[config.mk]
export PLATFORM = sky130hd
export DESIGN_NAME = lfsr_sat_cnt
export DESIGN_NICKNAME = d
export VERILOG_FILES = /design/src/rtl/lfsr_sat_cnt.sv
export SDC_FILE = /design/constraint.sdc
export NUM_CORES = 1
export LEC_CHECK = 0
export CELL_PAD_IN_SITES_DETAIL_PLACEMENT = 0
export CELL_PAD_IN_SITES_GLOBAL_PLACEMENT = 1
export CORE_MARGIN = 2
export CORE_UTILIZATION = 42
export CTS_BUF_LIST = sky130_fd_sc_hd__clkbuf_2
export DETAILED_ROUTE_END_ITERATION = 12
export PLACE_DENSITY_LB_ADDON = 0.15
export SYNTH_ARGS = -nofsm -noshare
export SYNTH_HDL_FRONTEND = slang
export SYNTH_SLANG_ARGS = --single-unit
[constraint.sdc]
create_clock -name clk -period 5.95 [get_ports clk]
set_clock_uncertainty 0.15 [all_clocks]
set_input_delay 1.19 -clock clk [delete_from_list [all_inputs] [get_ports clk]]
set_output_delay 1.19 -clock clk [all_outputs]
set_load 0.02 [all_outputs]
[src/rtl/lfsr_sat_cnt.sv]
// 16-bit saturating counter; a clear coinciding with an increment leaves a count of 1.
module lfsr_sat_cnt (
  input  logic        clk,
  input  logic        rst_n,
  input  logic        clr_i,
  input  logic        inc_i,
  output logic [15:0] cnt_o
);

  logic [15:0] cnt_q;
  logic [15:0] cnt_d;

  always_comb begin
    cnt_d = cnt_q;
    if (clr_i) begin
      cnt_d = {15'd0, inc_i};
    end else if (inc_i && (cnt_q != 16'hFFFF)) begin
      cnt_d = cnt_q + 16'd1;
    end
  end

  always_ff @(posedge clk or negedge rst_n) begin
    if (!rst_n) begin
      cnt_q <= '0;
    end else begin
      cnt_q <= cnt_d;
    end
  end

  assign cnt_o = cnt_q;

endmodule

# Yosys cells after proc, flatten, opt, wreduce, memory -nomap -nowiden
# Cells that the tools add are included.
[totals]
elab_cells = 7
output_inout_bits = 16
in_bits = 4
regBits = 16
[op_classes]
n_eq_ne = 1
reduce_logical = 2
muxes = 2
add_sub_neg = 1
[ops]
columns = ["operator", "count"]
rows = [
  ["2-to-1 mux 16 bit", 2],
  ["adder 16 x 1 -> 16 bit, second input constant", 1],
  ["inequality test 16 bit, second input constant", 1],
  ["nonzero test 2 bit", 1],
  ["logical AND 1 bit", 1],
]

# Logic depth before layout (Yosys ltp)
# Gate-level depths: netlist (run 1).
[depth]
word_depth = 4
mapped_depth = 6
mapped_depth_nobuf = 5

# Least setup slack after synthesis (run 1)
# No wires, ideal clock.
[synth_timing]
path_type = "input to register"
startpoint = "in inc_i"
endpoint = "reg cnt_q[11] (netlist: cnt_o[11])"
setup_ps = 78
stages = 6
n_path_buf = 2
path_slack_ps = 3435
arrival_time_ps = 2287
required_ps = 5722
cell_sequence = "buf_4 nand3_1 or2_0 buf_2 or4_1 a21oi_1"
[synth_between]
elab_chain_cells = 2
[synth_lines]
columns = ["element", "line_no", "rtl"]
rows = [
  ["start, declared", "6", "input logic inc_i,"],
  ["logical AND 1 bit", "17", "end else if (inc_i && (cnt_q != 16'hFFFF)) begin"],
  ["nonzero test 2 bit (no line)", "n/a", ""],
  ["end signal, assigned", "26", "cnt_q <= cnt_d;"],
  ["end, declared", "10", "logic [15:0] cnt_q;"],
]
# Every way passes these cells.
# A chain may end at the register's enable or synchronous reset.

# Final worst setup path (run 1)
# Ends and elaborated chain as after synthesis.

==> impl_results.md, run 1 <==
- Outcome: completed
- CTS tree: built
- Layout cell share with drive strength beyond 1: between 10% and 20%
- Routability cong.: between 0.7 and 0.8
- Main combinational cell family by area after synthesis: simple AND/OR/NAND/NOR gates
- Chip width: about 52 um
- Post-Place Cell Area: 0.00116 mm^2
- Synth area leaders: dfrtp_1 42%, nor2_1 4.7%, mux2_2 3.5%
- Cell row count: 17
- Cell Pwr Density: 155 mW/mm^2
- Post-Synth XOR/XNOR Area: 0%
- Library cells used by synthesis: 39
- Post-synthesis cell count: approximately 100
- DRT Wirelength: 2170 um
- Clock H-tree levels: 1
- DIE AREA: 0.00268 mm^2
- Setup Fix Bufs, Post-CTS: 0
- Synth Area in Adders: 1.30%
- Die Ht: 51.8 um
- Worst Hold Class: flop to flop
- Number of vias per cell: roughly 5.8
- Post-synth top area cell: dfrtp_1
- Max Fclk: 353 MHz
- Routed vias: 864
- Seq/Total Area, Yosys: 41.7%
- # fillers: 214
- Count of input and output buffers: 19
- Diode count: 0
- Ys async rst share: 100%
- Wire length per cell: 14.7 um
- Net count after synthesis: between 100 and 150
- Final setup viols: 0
- Power Total: 183 uW
- Compound-cell area share of the yosys netlist: 14.9%
- Post-Synthesis Mean Instance Area: between 9 and 10 um^2
- EDFF count, synth: 0
- Drt first pass iters: 4
- Post-route setup TNS: 0 ns
- CP Max Fanout: 8
- DP HPWL: around 1500 um
- GRT overflow: 0
- Slew Viols, Final: 0
- Post-cts resize count: 0
- Crit end category: flop
- Number of global-route vias before repair: approximately 750
- Slew headroom: 49.1%
- Core area: 0.00219 mm^2
- Root Driver: clkbuf_2
- # DRC: 0
- Crit path launch type: input pin
- CTS Buffer Depth: 2
- # nets final: 126
- Hold-fix buffers, CTS: 0
- Flip-flop count of the largest register after layout: 16
- Synth Cell Area: 960 um^2
- Ys flop type: dfrtp_1
- Post-synthesis mux area share: 5.74%
- Total CTS buffers: 3
- Post-route design area: 0.00118 mm^2
- Antenna violations before repair: 0
- Largest net degree at the start of global routing: 22
- Post-Synth Simple-Gate Area: 31.8%
- All-Layer GR Usage: 18.2%
- Peak VDD IR: 126 uV
- Clock Sinks: 16
- Min Tclk post-route: approximately 2.8 ns
- Top cell type's share of synthesized area: a little over two fifths
- CP Data Required Time: 6.02 ns
- Final ANT Viol Nets: 0
- Critical setup path kind: input pin to flop
- RSZ-0062 raised after global routing: false
- Synth-to-Final Area Change: 22.8%
- Fin. Hold Viols: 0
- Initial DRC Count: 9
- Min Hold Slack: 0.379 ns
- Initial core utilization: between 40 and 50%
- Worst EP arrival: between 2 and 3 ns
- # IOs: 20
- Tightest Pin Transition: 0.760 ns
- #FFs+latches synth: 16
- Max Cap Viol: 0
- Part of the cycle the worst path needs: 47.6%
- Count leader, synth: dfrtp_1
- Top post-synthesis cells by count: 16 x dfrtp_1, 12 x nor2_1, 6 x a21oi_1
- Clk pin slew, worst setup/hold paths: 0.16 ns
- Yosys warning total: 0
- Leakage Power: 0.000433 uW
- Worst skew pair latency: ~0.30 ns
- First-pass GRT wire length: 3670 um
[cell usage in the layout, fill, tap and decap left out, types with 4 or more instances in the layout]
master           count
nor3_1               5
nor2_1              12
clkdlybuf4s50_1     19
dfrtp_1             16
a21oi_1              6
nand2_1              5
nand4_1              4
nand3_1              5
inv_1                5
[logic make-up (layout without fill, tap and decap cells)]
group                    after synthesis  count (layout)
AO/OA/AOI/OAI                         20              20
adder cells (fa/ha/maj)                1               1
buffers and inverters                 10              28
flip-flops                            16              16
multiplexers                           5               5
AND/OR/NAND/NOR                       50              50
[cell type report]
| cell class | instances | area [um^2] | area share (%) |
|---|---|---|---|
| Clock buffer | 3 | 15.0 | 1.27 |
| Timing Repair Buffer | 19 | 190 | 16.1 |
| Inverter | 5 | 18.8 | 1.59 |
| Sequential cell | 16 | 400 | 34.0 |
| Clock inverter | 1 | 3.75 | 0.318 |
| Multi-Input combinational cell | 76 | 515 | 43.7 |
| Tap cell | 28 | 35.0 | 2.97 |
[worst paths after layout]
path / startpoint / endpoint / slack, ns / depth (start not counted)
max: inc_i / cnt_o[11] / 3.12 / 5
min: cnt_o[7] / cnt_o[7] / 0.38 / 1
max reg2reg: cnt_o[0] / cnt_o[6] / 3.79 / 5
min reg2reg: cnt_o[7] / cnt_o[7] / 0.38 / 1
max in group asynchronous: rst_n / cnt_o[6] / 4.02 / 1
min in group asynchronous: rst_n / cnt_o[3] / 1.16 / 1
[per-layer routing]
layer	wire, um	track usage, %	vias up
met5	0	0	-
met4	31	6.58	0
met3	92	2.30	5
met2	970	26.7	22
met1	1080	27.2	409
li1	-	-	428
[through the flow]
step / setup WS, ns / util [%] / cells
finish: 3.12 / 53.8 / 148
CTS: 3.13 / 53.8 / 148
global placement: 2.86 / 52.9 / 144
detailed placement: 2.81 / 52.9 / 144
global route: 3.04 / 53.8 / 148
floorplan: 3.44 / - / 102
[power breakdown]
part / leakage, uW / switching (uW) / internal, uW
sequential: 0.000220 / 2.99 / 111
combinational: 0.000199 / 12.1 / 7.71
clock: 0.0000140 / 34.9 / 14.6
total: 0.000433 / 50.0 / 133
[critical path, cell delays in order]
cell and delay, ns:
clkdlybuf4s50_1 0.62, nand3_1 0.17, or2_0 0.35, or4_1 0.43, a21oi_1 0.15
Power figures use the tool's default switching activity.
==> inputs of run 2 (changes only) <==
--- a/config.mk
+++ b/config.mk
@@ -8,7 +8,7 @@
 export CELL_PAD_IN_SITES_DETAIL_PLACEMENT = 0
 export CELL_PAD_IN_SITES_GLOBAL_PLACEMENT = 1
 export CORE_MARGIN = 2
-export CORE_UTILIZATION = 42
+export CORE_UTILIZATION = 39
 export CTS_BUF_LIST = sky130_fd_sc_hd__clkbuf_2
 export DETAILED_ROUTE_END_ITERATION = 12
 export PLACE_DENSITY_LB_ADDON = 0.15
==> constraint.sdc (replaced) <==
create_clock -name clk -period 2.85 [get_ports clk]
set_clock_uncertainty 0.15 [all_clocks]
set_input_delay 0.57 -clock clk [delete_from_list [all_inputs] [get_ports clk]]
set_output_delay 0.57 -clock clk [all_outputs]
set_load 0.02 [all_outputs]
==> run 2 against run 1 <==
- final area grew 1.6%
- sequential power grew 110%
- first-iteration DRC count grew 44%
- non-clock buffer count grew 3
- clock-buffer cell count is the same
- sequential cell count is the same
- combinational power grew 120%
- utilization shrank 1.2 points
- sequential share of layout area shrank 0.53 points
==> impl_results.md, run 2 (synthesized netlist as in run 1, its figures left out) <==
- Outcome: completed
- Wire length per cell: 14.5 um (-0.97%)
- Cell Chain, Critical Path: clkdlybuf4s50_1 -> nand3_1 -> or2_0 -> or4_1 -> a21oi_1
- Count of input and output buffers: 19 (unchanged)
- # DRC: 0 (unchanged)
- Power Total: 380 uW (+110%)
- Post-route design area: 0.00120 mm^2 (+1.6%)
- Switching portion of total power: 27.1% (-0.23 points)
- Worst EP arrival: 2.34 ns (-0.57 ns)
- Commonest non-fill, non-tap cell in the layout: clkdlybuf4s50_1
- Die Ht: 53.6 um (+3.5%)
- Post-route setup TNS: 0 ns (unchanged)
- First-pass GRT wire length: 3710 um (+1.1%)
- Largest net degree at the start of global routing: 17 (-23%)
- Total CTS buffers: 3 (unchanged)
- Crit path launch type: input pin
- Slew Viols, Final: 0 (unchanged)
- CP Data Required Time: 2.94 ns (-3.08 ns)
- Final ANT Viol Nets: 0 (unchanged)
- Psw: 103 uW (+110%)
- DRT Wirelength: 2180 um (+0.37%)
- Cell row count: 17 (unchanged)
- Part of the cycle the worst path needs: 78.7%
- Critical path's largest stage delay: 0.63 ns (about the same)
- Post-cts resize count: 0 (unchanged)
- Max Cap Viol: 0 (unchanged)
- Worst Hold Class: flop to flop
- Clock power share: 26.5% (-0.6 points)
- Initial DRC Count: 13 (+4)
- Critical setup path kind: input pin to flop
- Register share of total power: 62.2% (about the same)
- Comb pwr share: 11.2% (+0.4 points)
- GRT overflow: 0 (unchanged)
- Fin. Hold Viols: 0 (unchanged)
- Routability cong.: 0.735 (-1.3%)
- Commonest cells after routing, fill and taps aside: 19 x clkdlybuf4s50_1, 16 x dfrtp_1, 12 x nor2_1, 6 x a21oi_1
- Core area: 0.00228 mm^2 (+3.9%)
- Setup Fix Bufs, Post-CTS: 0 (unchanged)
- DIE AREA: 0.00287 mm^2 (+7.1%)
- Flip-flop count of the largest register after layout: 16 (unchanged)
- Initial core utilization: 42.2% (-1.6 points)
- Number of global-route vias before repair: 833 (+11%)
- Hold-fix buffers, CTS: 0 (unchanged)
- Tightest Pin Transition: 0.743 ns (-0.0170 ns)
- DP HPWL: 1580 um (+3.9%)
- Final setup viols: 0 (unchanged)
- Post-Place Cell Area: 0.00118 mm^2 (+1.9%)
- # IOs: 20 (unchanged)
- Layout cell share with drive strength beyond 1: 12.3% (+2.3 points)
- Min Tclk post-route: 2.24 ns
- Root Driver: clkbuf_2
- Final Util: 52.6% (-1.2 points)
- Routed vias: 871 (+0.81%)
- Drt first pass iters: 4 (unchanged)
- RSZ-0062 raised after global routing: false
- Clk pin slew, worst setup/hold paths: 0.16 ns (about the same)
- Chip width: 53.6 um (+3.5%)
- Slowest cell on crit path: clkdlybuf4s50_1
- Slew headroom: 50.3% (+1.1 points)
- Cell Pwr Density: 318 mW/mm^2 (+100%)
- Peak VDD IR: 248 uV (+97%)
- Clock Sinks: 16 (unchanged)
- # nets final: 129 (+2.4%)
- All-Layer GR Usage: 17.9% (-0.33 points)
- Crit end category: flop
- Clock H-tree levels: 1 (unchanged)
- CTS tree: built
- Max Fclk: 446 MHz
- Synth-to-Final Area Change: 24.8%
- Diode count: 0 (unchanged)
- Worst skew pair latency: 0.30 ns (about the same)
- Antenna violations before repair: 0 (unchanged)
- CTS Buffer Depth: 2 (unchanged)
- Leakage Power: 0.000445 uW (+2.8%)
- CP Max Fanout: 8 (unchanged)
- Number of vias per cell: 5.81 (-0.53%)
- Internal power: 277 uW (+110%)
==> run 2: cell count changes in the layout (fill, tap and decap cells not counted), sizes merged <==
cell	previous run	this run
buf	0	3
clkinv	1	0
==> run 2: layer usage <==
metal  vias to the layer above  GRT usage, %  wire length [um]
met3                         5          2.50                78
li1                        431             -                 -
met2                        18          27.4               994
met4                         0          7.69                42
met5                         -             0                 0
met1                       417          25.0              1060
==> run 2: metrics by stage <==
| stage | setup WS, ns | hold WS [ns] | instances |
|---|---|---|---|
| floorplan | 0.778 | 0.124 | 102 |
| global placement | 0.388 | 0.353 | 147 |
| detailed placement | 0.329 | 0.361 | 147 |
| CTS | 0.642 | 0.387 | 150 |
| global route | 0.522 | 0.418 | 150 |
| finish | 0.607 | 0.395 | 150 |
==> run 2: worst max-delay path, delay by kind of cell <==
family | cells | cell delay (ns)
simple gates | 3 | 0.99
buf+inv | 1 | 0.63
compound gates | 1 | 0.15
==> run 2: power groups by stage <==
stage | clock network, uW | registers [uW] | logic, uW
finish | 101 | 237 | 42.7
global placement | 0 | 241 | 42.7
floorplan | 0 | 244 | 17.1
detailed placement | 0 | 241 | 43.6
global route | 119 | 238 | 47.8
CTS | 106 | 237 | 43.9
==> run 2: layout make-up <==
type | count | area (um^2)
tap | 28 | 35.0
sequential | 16 | 400
multi-input combinational | 76 | 515
clock buffer | 3 | 15.0
fill | 204 | 1080
timing repair buffer | 22 | 213
inverter | 5 | 18.8
==> run 2: path summary, 6_finish.rpt <==
kind	from	to	slack [ns]	cells past startpoint
setup reg to reg	cnt_o[0]	cnt_o[6]	0.73	5
hold / removal	cnt_o[7]	cnt_o[7]	0.39	1
max in group asynchronous	rst_n	cnt_o[12]	1.53	1
hold reg to reg	cnt_o[7]	cnt_o[7]	0.39	1
setup / recovery	inc_i	cnt_o[11]	0.61	5
min in group asynchronous	rst_n	cnt_o[4]	0.53	1
==> inputs of run 3 (changes only) <==
--- a/config.mk
+++ b/config.mk
@@ -8,7 +8,7 @@
 export CELL_PAD_IN_SITES_DETAIL_PLACEMENT = 0
 export CELL_PAD_IN_SITES_GLOBAL_PLACEMENT = 1
 export CORE_MARGIN = 2
-export CORE_UTILIZATION = 39
+export CORE_UTILIZATION = 35
 export CTS_BUF_LIST = sky130_fd_sc_hd__clkbuf_2
 export DETAILED_ROUTE_END_ITERATION = 12
 export PLACE_DENSITY_LB_ADDON = 0.15
==> constraint.sdc (replaced) <==
create_clock -name clk -period 1.9 [get_ports clk]
set_clock_uncertainty 0.15 [all_clocks]
set_input_delay 0.38 -clock clk [delete_from_list [all_inputs] [get_ports clk]]
set_output_delay 0.38 -clock clk [all_outputs]
set_load 0.02 [all_outputs]
==> run 3 against run 2 <==
- sequential power grew 49%
- first-iteration DRC count grew 69%
- worst setup slack lost 0.54 ns
- clock power grew 73%
- utilization grew 0.39 points
- critical path depth is the same
- clock-buffer cell count grew 1
==> impl_results.md, run 3 (synthesized netlist as in run 1, its figures left out) <==
- Outcome: completed
- Area occupied by multi-input gates: 534 um^2 (+3.6%)
- Synth-to-Final Area Change: 40.5%
- Routability cong.: 0.783 (+6.4%)
- # nets final: 144 (+12%)
- Routed vias: 940 (+7.9%)
- Critical setup path kind: flop to flop
- # DRC: 0 (unchanged)
- DRT Wirelength: 2420 um (+11%)
- Initial core utilization: 37.7% (-4.5 points)
- # fillers: 252 (+24%)
- Setup Fix Bufs, Post-CTS: 0 (unchanged)
- Core area: 0.00254 mm^2 (+12%)
- Switching portion of total power: 28.0% (+0.93 points)
- Worst R2R Path Depth: 5 (unchanged)
- Critical path's largest stage delay: 0.54 ns (-0.09 ns)
- Min Tclk post-route: about 1.8 ns
- Initial DRC Count: 22 (+9)
- CTS tree: built
- Critical path startpoint: cnt_o[0]
- Tightest Pin Transition: 0.463 ns (-0.280 ns)
- Clock H-tree levels: 1 (unchanged)
- Worst skew pair latency: 0.31 ns (about the same)
- Worst EP arrival: 1.88 ns (-0.46 ns)
- Number of global-route vias before repair: 905 (+8.6%)
- Flip-flop count of the largest register after layout: 16 (unchanged)
- Sequential Area: 409 um^2 (+2.2%)
- Internal power: 441 uW (+59%)
- Peak VDD IR: 380 uV (+54%)
- Worst Hold Class: input pin to async pin
- Part of the cycle the worst path needs: 96.3%
- Slew headroom: 68.8% (+19 points)
- CP Max Fanout: 3 (-5)
- Reg-to-reg endpoint: cnt_o[6]
- Die Ht: 56.4 um (+5.1%)
- Number of vias per cell: 5.60 (-3.6%)
- Diode count: 0 (unchanged)
- Final ANT Viol Nets: 0 (unchanged)
- Drt first pass iters: 4 (unchanged)
- All-Layer GR Usage: 16.9% (-0.91 points)
- Crit path launch type: flop
- Chip width: 56.4 um (+5.1%)
- Antenna violations before repair: 0 (unchanged)
- CTS Buffer Depth: 2 (unchanged)
- Clk pin slew, worst setup/hold paths: 0.18 ns (+0.02 ns)
- Commonest cells after routing, fill and taps aside: 17 x buf_4, 13 x dlygate4sd2_1, 12 x nor2_1, 9 x dfrtp_1, 7 x dfrtp_2
- Slew Viols, Final: 0 (unchanged)
- Psw: 172 uW (+67%)
- Max Cap Viol: 0 (unchanged)
- Reg2Reg Launch Point: cnt_o[0]
- Min Hold Slack: 0.200 ns (-0.194 ns)
- Cell Chain, Critical Path: ha_4 -> inv_1 -> or4_4 -> nand3_1 -> mux2_1
- Slowest cell on crit path: or4_4
- Met1 Track Usage GR: 22.5% (-2.6 points)
- GRT overflow: 0 (unchanged)
- Final setup viols: 0 (unchanged)
- Final Util: 53.0% (+0.39 points)
- Leakage Power: 0.000633 uW (+42%)
- Wire length per cell: 14.4 um (-1.0%)
- CP Data Required Time: 1.95 ns (-0.99 ns)
- # IOs: 20 (unchanged)
- Commonest non-fill, non-tap cell in the layout: buf_4
- Power Total: 613 uW (+61%)
- Reg2Reg Setup Slack: 0.07 ns (-0.66 ns)
- DIE AREA: 0.00318 mm^2 (+11%)
- Cell row count: 18 (+1)
- DP HPWL: 1770 um (+12%)
- Total CTS buffers: 3 (unchanged)
- Crit end category: flop
- Clock power share: 28.6% (+2.1 points)
- Post-route setup TNS: 0 ns (unchanged)
- GRT met3 Usage: 5.07% (+2.6 points)
- First-pass GRT wire length: 4260 um (+15%)
- Largest net degree at the start of global routing: 22 (+5)
- Root Driver: clkbuf_2
- Cell Pwr Density: 455 mW/mm^2 (+43%)
- Clock Sinks: 16 (unchanged)
- Count of input and output buffers: 19 (unchanged)
- Max Fclk: 546 MHz
- Comb pwr share: 13.6% (+2.4 points)
- Fin. Hold Viols: 0 (unchanged)
- GRT Max-Usage Layer: met2
- Register share of total power: 57.8% (-4.4 points)
- Layout cell share with drive strength beyond 1: 29.7% (+17 points)
- Met2 usage: 27.1% (-0.31 points)
-- run 3: cell types whose count changed in the layout (fill, tap and decap cells not counted), sizes merged --
| cell | delta |
|---|---|
| dlygate4sd2 | +13 |
| dlymetal6s2s | +3 |
| buf | +15 |
| clkdlybuf4s50 | -16 |
| clkbuf | +1 |
-- run 3: final cells by class --
| type | count | area share, % |
|---|---|---|
| clock buffer | 4 | 1.48 |
| inverter | 5 | 1.39 |
| multi-input combinational | 76 | 39.6 |
| sequential | 16 | 30.3 |
| tap | 30 | 2.78 |
| timing repair buffer | 37 | 24.4 |
-- run 3: power by group through the flow --
stage | clock network (uW) | logic, uW | registers, uW
floorplan | 0 | 28.2 | 370
finish | 175 | 83.4 | 354
global route | 195 | 94.2 | 356
global placement | 0 | 86.6 | 360
CTS | 179 | 84.0 | 355
detailed placement | 0 | 88.0 | 361
-- run 3: stage by stage --
stage	area (um^2)	worst slack, ns	std cells
after floorplan	978	0.00380	102
final	1350	0.0695	168
after global routing	1350	-0.00875	168
after detailed placement	1330	-0.262	164
after CTS	1340	0.00251	168
after global placement	1330	-0.212	164
-- run 3: critical path, delay by kind of cell (launching register included) --
kind	cells	cell delay [ns]
AND/OR/NAND/NOR	2	0.65
multiplexers	1	0.32
adder cells (fa/ha/maj)	1	0.13
buffers and inverters	1	0.06
flip-flops	1	0.42
-- run 3: repair_timing --
item | in CTS | in global routing
hold buffers | 0 | 0
endpoints found under the setup margin | 13 | 5
gates resized for setup | 15 | 6
-- run 3: worst max path at each step --
stage                      to  slack (ns)  depth (start not counted)
floorplan            cnt_o[6]       0.004                          4
global route         cnt_o[6]      -0.009                          5
detailed placement  cnt_o[11]       -0.26                          5
global placement    cnt_o[11]       -0.21                          5
CTS                 cnt_o[15]       0.003                          1
finish               cnt_o[6]        0.07                          5
-- run 3: layer usage --
layer  up-vias  wire length (um)
met2        17              1190
met4         0                17
li1        464                 -
met1       457              1120
met3         2                88
met5         -                 0
